**config.mk**
```make
export PLATFORM = sky130hd
export DESIGN_NAME = reg_file_sb
export DESIGN_NICKNAME = d
export VERILOG_FILES = /design/src/rtl/reg_file_sb.sv
export SDC_FILE = /design/constraint.sdc
export NUM_CORES = 1
export LEC_CHECK = 0
export CAP_MARGIN = 20
export CORE_MARGIN = 2
export CORE_UTILIZATION = 38
export CTS_CLUSTER_SIZE = 40
export DETAILED_ROUTE_END_ITERATION = 8
export PLACE_DENSITY_LB_ADDON = 0.12
export SLEW_MARGIN = 20
export SYNTH_ARGS = -nofsm -noshare
export SYNTH_HDL_FRONTEND = slang
export SYNTH_SLANG_ARGS = --single-unit
export TNS_END_PERCENT = 10
```
**constraint.sdc**
```tcl
create_clock -name clk -period 5.3 [get_ports clk]
set_input_delay 1.06 -clock clk [delete_from_list [all_inputs] [get_ports clk]]
set_output_delay 1.06 -clock clk [all_outputs]
set_load 0.02 [all_outputs]
```
**src/rtl/reg_file_sb.sv**
```systemverilog
// Decode-stage register file: two combinational read ports and two clocked write ports.
// A per-register busy scoreboard raises hazard on RAW/WAW conflicts and counts stall cycles.
module reg_file_sb #(
    parameter int DATA_WIDTH = 16,
    parameter int ADDR_WIDTH = 3,
    parameter bit BYPASS     = 1'b1,
    parameter bit ZERO_REG   = 1'b0,
    parameter int CNT_WIDTH  = 16
) (
    input  logic                  clk,
    input  logic                  rst_n,
    input  logic [ADDR_WIDTH-1:0] rd_addr1,
    input  logic [ADDR_WIDTH-1:0] rd_addr2,
    output logic [DATA_WIDTH-1:0] rd_data1,
    output logic [DATA_WIDTH-1:0] rd_data2,
    input  logic                  wr_en0,
    input  logic [ADDR_WIDTH-1:0] wr_addr0,
    input  logic [DATA_WIDTH-1:0] wr_data0,
    input  logic                  wr_en1,
    input  logic [ADDR_WIDTH-1:0] wr_addr1,
    input  logic [DATA_WIDTH-1:0] wr_data1,
    input  logic                  iss_valid,
    input  logic [ADDR_WIDTH-1:0] iss_dst,
    input  logic                  iss_dst_en,
    input  logic [ADDR_WIDTH-1:0] iss_src1,
    input  logic [ADDR_WIDTH-1:0] iss_src2,
    input  logic                  iss_src2_en,
    output logic                  hazard,
    output logic                  iss_accept,
    output logic [CNT_WIDTH-1:0]  stall_cnt
);
    localparam int DEPTH = 1 << ADDR_WIDTH;

    logic [DATA_WIDTH-1:0] regs [DEPTH];
    logic [DEPTH-1:0]      busy;
    logic [DEPTH-1:0]      wr_clr;
    logic [DEPTH-1:0]      eff_busy;
    logic                  we0;
    logic                  we1;
    logic                  dst_set;

    function automatic logic [CNT_WIDTH-1:0] sat_inc(input logic [CNT_WIDTH-1:0] v);
        if (&v) return v;
        return v + CNT_WIDTH'(1);
    endfunction

    // With ZERO_REG, writes to R0 are dropped before they reach the array or scoreboard.
    assign we0 = wr_en0 && !(ZERO_REG && wr_addr0 == '0);
    assign we1 = wr_en1 && !(ZERO_REG && wr_addr1 == '0);

    function automatic logic [DATA_WIDTH-1:0] read_port(input logic [ADDR_WIDTH-1:0] a);
        if (ZERO_REG && a == '0) return '0;
        if (BYPASS && we1 && wr_addr1 == a) return wr_data1;
        if (BYPASS && we0 && wr_addr0 == a) return wr_data0;
        return regs[a];
    endfunction

    always_comb begin
        rd_data1 = read_port(rd_addr1);
        rd_data2 = read_port(rd_addr2);
    end

    always_comb begin
        wr_clr = '0;
        for (int i = 0; i < DEPTH; i++) begin
            wr_clr[i] = (we0 && wr_addr0 == ADDR_WIDTH'(i)) || (we1 && wr_addr1 == ADDR_WIDTH'(i));
        end
        // A register whose writeback lands this cycle is already readable through the bypass.
        eff_busy = BYPASS ? (busy & ~wr_clr) : busy;
    end

    assign hazard = iss_valid && (eff_busy[iss_src1]
                                  || (iss_src2_en && eff_busy[iss_src2])
                                  || (iss_dst_en && eff_busy[iss_dst]));
    assign iss_accept = iss_valid && !hazard;
    assign dst_set    = iss_accept && iss_dst_en && !(ZERO_REG && iss_dst == '0);

    always_ff @(posedge clk or negedge rst_n) begin
        if (!rst_n) begin
            for (int i = 0; i < DEPTH; i++) regs[i] <= '0;
        end else begin
            if (we0) regs[wr_addr0] <= wr_data0;
            if (we1) regs[wr_addr1] <= wr_data1;
        end
    end

    // A new reservation beats a writeback release on the same edge.
    always_ff @(posedge clk or negedge rst_n) begin
        if (!rst_n) begin
            busy <= '0;
        end else begin
            for (int i = 0; i < DEPTH; i++) begin
                if (dst_set && iss_dst == ADDR_WIDTH'(i)) busy[i] <= 1'b1;
                else if (wr_clr[i])                       busy[i] <= 1'b0;
            end
        end
    end

    always_ff @(posedge clk or negedge rst_n) begin
        if (!rst_n)                 stall_cnt <= '0;
        else if (iss_valid && hazard) stall_cnt <= sat_inc(stall_cnt);
    end
endmodule
```
==> results of run 1 <==
## power groups by stage
stage | logic (W) | clock network, W | registers (W)
2_1_floorplan | 0.000869 | 0 | 0.00158
3_3_place_gp | 0.00138 | 0 | 0.00161
3_5_place_dp | 0.00140 | 0 | 0.00161
6_report | 0.00140 | 0.00121 | 0.00160
4_1_cts | 0.00140 | 0.00122 | 0.00159
5_1_grt | 0.00151 | 0.00127 | 0.00163
## per-stage QoR
| step | worst slack, ns | area [um^2] |
|---|---|---|
| 3_5_place_dp | 0.392 | 11800 |
| 5_1_grt | 0.201 | 12300 |
| 6_report | 0.389 | 12300 |
| 2_1_floorplan | 1.34 | 10200 |
| 4_1_cts | 0.396 | 12300 |
| 3_3_place_gp | 0.441 | 11800 |
## worst min-delay path by stage
stage,to,startpoint,slack [ns],depth (start not counted)
detailed placement,stall_cnt[5]$_DFFE_PN0P_,stall_cnt[5]$_DFFE_PN0P_,0.48,1
global route,stall_cnt[9]$_DFFE_PN0P_,stall_cnt[9]$_DFFE_PN0P_,0.52,1
global placement,stall_cnt[5]$_DFFE_PN0P_,stall_cnt[5]$_DFFE_PN0P_,0.49,1
CTS,stall_cnt[5]$_DFFE_PN0P_,stall_cnt[5]$_DFFE_PN0P_,0.50,1
floorplan,busy[5]$_DFFE_PN0P_,busy[5]$_DFFE_PN0P_,0.52,2
finish,stall_cnt[5]$_DFFE_PN0P_,stall_cnt[5]$_DFFE_PN0P_,0.50,1
## metal layers
layer / track usage (%) / routed length [um]
met1: 37.2 / 15900
met4: 5.37 / 372
met5: 0 / 0
met3: 5.11 / 2480
met2: 37.5 / 15500
## registers in the layout (all words and copies together), names as in the netlist
register   flops
busy           8
regs         128
stall_cnt     16
## cells in the final DEF, fill, tap and decap left out, types with 3 or more instances in the layout
cell             synthesis  routed
mux4_2                  64      64
clkdlybuf4s50_1          0     104
nand4b_1                 7       7
buf_4                    2      57
xor2_1                   4       4
dfrtp_1                152     152
inv_1                    5       5
nand2_1                190     190
nor2_1                 118     118
nor3_1                   6       4
buf_2                   18       4
buf_12                   0       6
o2111ai_1                4       4
inv_6                    0       4
clkbuf_16                0      17
clkinv_4                 0       5
o21ai_0                 81      81
nand3_1                 19      19
nor4bb_4                 0       3
o21ai_1                  8       8
and3_1                   5       5
xnor2_1                 22      22
a31oi_1                 50      50
nor4_1                   3       3
nand4_1                 12      12
mux2i_1                115     115
a21oi_1                 64      64
## worst register-to-register path, delay by kind of cell (launching register included)
family	cells	cell delay, ns
simple gates	6	1.57
mux	1	0.32
flops	1	0.44
## cell type report
type	count	share of cell area (%)
Clock buffer	17	3.45
Clock inverter	15	1.18
Timing Repair Buffer	172	13.1
Inverter	5	0.152
Sequential cell	152	30.9
Antenna cell	1	0.0203
Tap cell	335	3.40
Multi-Input combinational cell	813	47.8
## cell families (layout without fill, tap and decap cells)
family	count (synthesis)	after routing	share of synthesized area (%)
mux	181	181	25.8
other cells	0	1	0
xor+xnor	26	26	2.24
compound gates	218	218	12.4
buf+inv	128	209	5.18
fa+ha+maj	1	1	0.123
simple gates	387	387	16.8
flops	152	152	37.5
==> metrics.md, run 1 <==
| Metric | Value |
|---|---|
| Top cells by count, synth | `nand2_1, dfrtp_1, nor2_1` |
| Clk slew on worst S/H paths | `0.07 ns` |
| Kind of critical path | `input port to primary output` |
| Gr usage total | `24.9%` |
| Kind of end point of the critical path | `primary output` |
| Drt wl/cell | `22.7 um` |
| Final Non-Filler Cells | `1510` |
| Final Critical Period | `4.91 ns` |
| FFs w/ async S/R, synth | `100%` |
| CP bufs+invs | `2` |
| Failing checks | `design-rule violations` |
| Max-Slew Margin vs Limit | `45.9%` |
| Reg2reg end | `stall_cnt[1]$_DFFE_PN0P_` |
| Total grt overflow | `0` |
| Setup TNS | `0 ns` |
| Most common cell in the netlist | `nand2_1` |
| Initial antenna violation count | `1` |
| DRT Wirelength | `34.3 mm` |
| Final RePlAce weighted congestion | `0.820` |
| DRT Pass-1 Iters | `9` |
| Synth warnings | `0` |
| Final setup vio count | `0` |
| Critical Path Max Stage Delay | `0.73 ns` |
| Postcts setup bufs | `0` |
| Overall die width | `167 um` |
| Initial DRC count | `892` |
| CTS root buffer | `clkbuf_16` |
| Layout area overhead | `21.4%` |
| Synthesized instance count | `1093` |
| WP depth | `8` |
| Final core occ | `47.2%` |
| Final-report max-slew violation count | `0` |
| Clk pwr share | `28.7%` |
| Cts repair resizes | `0` |
| Mapped Area | `10200 um^2` |
| Hold Fails Final Rpt | `0` |
| Most frequent CP cell | `clkdlybuf4s50_1` |
| Max clock buf depth | `2` |
| Synth area leader | `dfrtp_1` |
| Vias | `8720` |
| Fmax | `0.204 GHz` |
| Sw power | `0.00143 W` |
| HPWL Detailed | `23.1 mm` |
| CTS sink cnt | `152` |
| First-pass GRT wire length | `52.6 mm` |
| Worst-margin pin slew | `0.810 ns` |
| Die area | `28000 um^2` |
| Num rows | `59` |
| Crit path from | `wr_en0` |
| Combinational share of power | `33.2%` |
| Reg2reg start | `stall_cnt[7]$_DFFE_PN0P_` |
| Area contributors post-synth | `dfrtp_1, mux4_2, mux2i_1` |
| Worst-Skew Late Latency | `0.44 ns` |
| Layout cell share with drive strength beyond 1 | `15.7%` |
| Sequential cell area | `3800 um^2` |
| Number of global-route vias before repair | `8215` |
| Int Pwr | `0.00277 W` |
| Post-route clock period utilization | `92.7%` |
| DRC viols | `8` |
| Die Y | `167 um` |
| Yosys cell types | `51` |
| CP endpoint | `iss_accept` |
| Crit-path max FO | `13` |
| Hold Path Class | `flip-flop to flip-flop` |
| Critical-path top delay cell | `clkdlybuf4s50_1` |
| Total design power | `0.00420 W` |
| Multi-input combinational cell area | `5890 um^2` |
| Port Buffer Count | `109` |
| Final clock skew | `0.00946 ns` |
| CTS tree | `built` |
| FF-to-FF path depth | `7` |
| Crit path cell chain | `clkdlybuf4s50_1 > or4b_1 > nand3_2 > mux2i_1 > o31ai_4 > o221ai_2 > nor2b_1 > clkdlybuf4s50_1` |
| IR drop worst, VDD | `0.175 mV` |
| Worst setup SP type | `input port` |
| Flop-to-flop setup slack | `2.85 ns` |
| Top cell family by delay on the critical path | `buffers and inverters` |
| Synth Net Count | `1154` |
| Core area | `26100 um^2` |
| Synth top area share | `37.5%` |
| Status | `finished with violations` |
| Post-synth EDFFs | `0` |
| H-tree depth reported by CTS | `4` |
| RSZ-0062 raised after global routing | `no` |
| Top_reg_cell synth | `dfrtp_1` |
| Hold buffers post-CTS | `0` |
| # IOs | `110` |
| #FFs+latches synth | `152` |
| Initial Util | `38.8%` |
| # fillers | `2481` |
| Total leakage power | `5.31 nW` |
| Req. time, crit path | `4.24 ns` |
| Sw Share | `34.0%` |
| Detail Route Antenna Nets | `0` |
| Drt via density | `5.77` |
| Flop pwr share | `38.0%` |
| Pin count of the biggest net entering global routing | `80` |
| Seq/Total Area, Yosys | `37.5%` |
| Num CTS Buffers | `17` |
| Final hold slack | `0.495 ns` |
| Max cap viols | `0` |
| Syn_area_per_cell | `9.29 um^2` |
| Nets@finish | `1222` |
| Placed Cells | `1477` |
| Crit path DAT | `3.85 ns` |
| PwrDens | `341 nW/um^2` |
(Power assumes the default switching activity.)
==> run 2, diff against run 1 <==
==> constraint.sdc (replaced) <==
create_clock -name clk -period 5.3 [get_ports clk]
set_input_delay 1.06 -clock clk [delete_from_list [all_inputs] [get_ports clk]]
set_output_delay 1.06 -clock clk [all_outputs]
set_load 0.05 [all_outputs]
==> metrics.md, run 2 (same netlist as run 1, synthesis figures left out) <==
| Metric | Value |
|---|---|
| Status | `finished with violations` |
| Failing checks | `design-rule violations` |
| Crit path from | `wr_addr0[2]` |
| Worst-Skew Late Latency | `0.43 ns (about the same)` |
| Fmax | `0.212 GHz (+4.0%)` |
| Clk slew on worst S/H paths | `0.06 ns (about the same)` |
| Clk pwr share | `27.6% (-1.1 points)` |
| Drt via density | `5.78 (+0.13%)` |
| Biggest register | `regs` |
| Sw power | `0.00165 W (+15%)` |
| Critical-path top delay cell | `clkdlybuf4s50_1` |
| Die Y | `167 um (unchanged)` |
| Combinational share of power | `38.5% (+5.3 points)` |
| Flop-to-flop setup slack | `2.89 ns (+0.04 ns)` |
| Crit path DAT | `3.66 ns (-0.19 ns)` |
| CTS root buffer | `clkbuf_16` |
| Most common cell after layout, fill and taps aside | `nand2_1` |
| Final Critical Period | `4.72 ns (-0.187 ns)` |
| Core area | `26100 um^2 (unchanged)` |
| DRC viols | `18 (+10)` |
| Reg2reg start | `stall_cnt[7]$_DFFE_PN0P_` |
| Port Buffer Count | `109 (unchanged)` |
| Sw Share | `35.0% (+0.91 points)` |
| Drt wl/cell | `22.9 um (+0.86%)` |
| Initial antenna violation count | `1 (unchanged)` |
| Max-Slew Margin vs Limit | `46.5% (+0.64 points)` |
| # fillers | `2474 (-0.28%)` |
| RSZ-0062 raised after global routing | `no` |
| Hold Path Class | `flip-flop to flip-flop` |
| DRT Wirelength | `34.2 mm (-0.27%)` |
| Post-route clock period utilization | `89.1% (-3.5 points)` |
| Max reg flops | `128 (unchanged)` |
| Hold buffers post-CTS | `0 (unchanged)` |
| Hold Fails Final Rpt | `0 (unchanged)` |
| Initial DRC count | `816 (-8.5%)` |
| Critical Path Max Stage Delay | `0.75 ns (+0.02 ns)` |
| Detail Route Antenna Nets | `0 (unchanged)` |
| Crit path cell chain | `clkdlybuf4s50_1 > or4b_1 > nand3_2 > mux2i_1 > o31ai_4 > o221ai_2 > nor2b_1 > buf_12` |
| Die area | `28000 um^2 (unchanged)` |
| Final setup vio count | `0 (unchanged)` |
| Pin count of the biggest net entering global routing | `80 (unchanged)` |
| CTS sink cnt | `152 (unchanged)` |
| Total leakage power | `5.43 nW (+2.2%)` |
| Crit-path max FO | `13 (unchanged)` |
| Req. time, crit path | `4.24 ns (about the same)` |
| Worst setup SP type | `input port` |
| Max clock buf depth | `2 (unchanged)` |
| Postcts setup bufs | `0 (unchanged)` |
| Final-report max-slew violation count | `0 (unchanged)` |
| Vias | `8633 (-1.0%)` |
| Setup TNS | `0 ns (unchanged)` |
| CTS tree | `built` |
| # IOs | `110 (unchanged)` |
| Layout cell share with drive strength beyond 1 | `17.3% (+1.6 points)` |
| H-tree depth reported by CTS | `4 (unchanged)` |
| HPWL Detailed | `21.6 mm (-6.2%)` |
| Initial Util | `38.8% (unchanged)` |
| Kind of critical path | `input port to primary output` |
| Reg2reg end | `stall_cnt[1]$_DFFE_PN0P_` |
| IR drop worst, VDD | `0.277 mV (+58%)` |
| Number of global-route vias before repair | `8296 (+0.99%)` |
| Cts repair resizes | `0 (unchanged)` |
| Final clock skew | `0.00949 ns (+0.0000322 ns)` |
| Gr usage total | `24.9% (+0.033 points)` |
| Final core occ | `48.0% (+0.85 points)` |
| Final RePlAce weighted congestion | `0.822 (+0.17%)` |
| Max cap viols | `0 (unchanged)` |
| Top flop regs | `regs: 128 flops, stall_cnt: 16 flops, busy: 8 flops` |
| Kind of end point of the critical path | `primary output` |
| PwrDens | `376 nW/um^2 (+10%)` |
| Commonest non-fill, non-tap cells in the layout | `nand2_1, dfrtp_1, nor2_1, mux2i_1, o21ai_0` |
| CP endpoint | `iss_accept` |
| Num rows | `59 (unchanged)` |
| Layout area overhead | `23.6%` |
| Flop pwr share | `33.9% (-4.1 points)` |
| Nets@finish | `1207 (-1.2%)` |
| FF-to-FF path depth | `7 (unchanged)` |
| Int Pwr | `0.00307 W (+11%)` |
| DRT Pass-1 Iters | `7 (-2)` |
| Overall die width | `167 um (unchanged)` |
| Num CTS Buffers | `17 (unchanged)` |
| First-pass GRT wire length | `52.7 mm (+0.28%)` |
| Total grt overflow | `0 (unchanged)` |
| Worst-margin pin slew | `0.802 ns (-0.00838 ns)` |
[run 2: changes by cell type in the layout (fill, tap and decap cells not counted), moves of 4 or more]
cell,delta
clkinv_4,-4
clkbuf_8,+5
clkdlybuf4s50_1,-34
inv_6,-4
buf_12,+30
buf_4,-11
[run 2: routing by layer]
| metal | part of all wire, % | wire length, um | GRT usage [%] |
|---|---|---|---|
| met1 | 46 | 15700 | 36.6 |
| met2 | 45 | 15400 | 38.7 |
| met3 | 7.3 | 2480 | 4.23 |
| met4 | 1.6 | 550 | 5.78 |
| met5 | 0 | 0 | 0 |
[run 2: worst max-delay path, delay by kind of cell]
family,cells,cell delay (ns)
muxes,1,0.11
and+or+nand+nor,3,1.15
AOI/OAI and AO/OA,2,0.42
buffers and inverters,2,0.92
[run 2: power by group through the flow]
stage	logic (W)	registers (W)	clock network, W
6_report	0.00182	0.00160	0.00130
5_1_grt	0.00194	0.00163	0.00137
4_1_cts	0.00183	0.00160	0.00132
3_5_place_dp	0.00182	0.00161	0
3_3_place_gp	0.00181	0.00161	0
2_1_floorplan	0.00105	0.00164	0
[run 2: how the worst min path moves through the flow]
stage / end / start / depth (start not counted) / slack, ns
finish: stall_cnt[15]$_DFFE_PN0P_ / stall_cnt[15]$_DFFE_PN0P_ / 1 / 0.49
global route: stall_cnt[5]$_DFFE_PN0P_ / stall_cnt[5]$_DFFE_PN0P_ / 1 / 0.51
CTS: stall_cnt[15]$_DFFE_PN0P_ / stall_cnt[15]$_DFFE_PN0P_ / 1 / 0.50
detailed placement: stall_cnt[5]$_DFFE_PN0P_ / stall_cnt[5]$_DFFE_PN0P_ / 1 / 0.49
global placement: stall_cnt[5]$_DFFE_PN0P_ / stall_cnt[5]$_DFFE_PN0P_ / 1 / 0.49
floorplan: busy[5]$_DFFE_PN0P_ / busy[5]$_DFFE_PN0P_ / 2 / 0.52
[run 2: area by class of cell]
cell class	instances	area, um^2	area share [%]
Tap cell	335	419	3.34
Sequential cell	152	3800	30.3
Inverter	5	18.8	0.150
Clock buffer	23	498	3.97
Clock inverter	7	116	0.927
Timing Repair Buffer	157	1800	14.3
Multi-Input combinational cell	813	5890	47.0
Antenna cell	1	2.50	0.0199
[run 2: per-stage QoR]
step | hold slack (ns) | cell area, um^2 | setup slack, ns | std cells | total power [W]
final | 0.494 | 12500 | 0.576 | 1493 | 0.00472
after CTS | 0.503 | 12500 | 0.596 | 1492 | 0.00474
after global placement | 0.488 | 11900 | 0.636 | 1462 | 0.00341
after detailed placement | 0.493 | 11900 | 0.610 | 1462 | 0.00344
after global routing | 0.509 | 12500 | 0.407 | 1492 | 0.00494
after floorplan | 0.523 | 10200 | 0.728 | 1093 | 0.00269
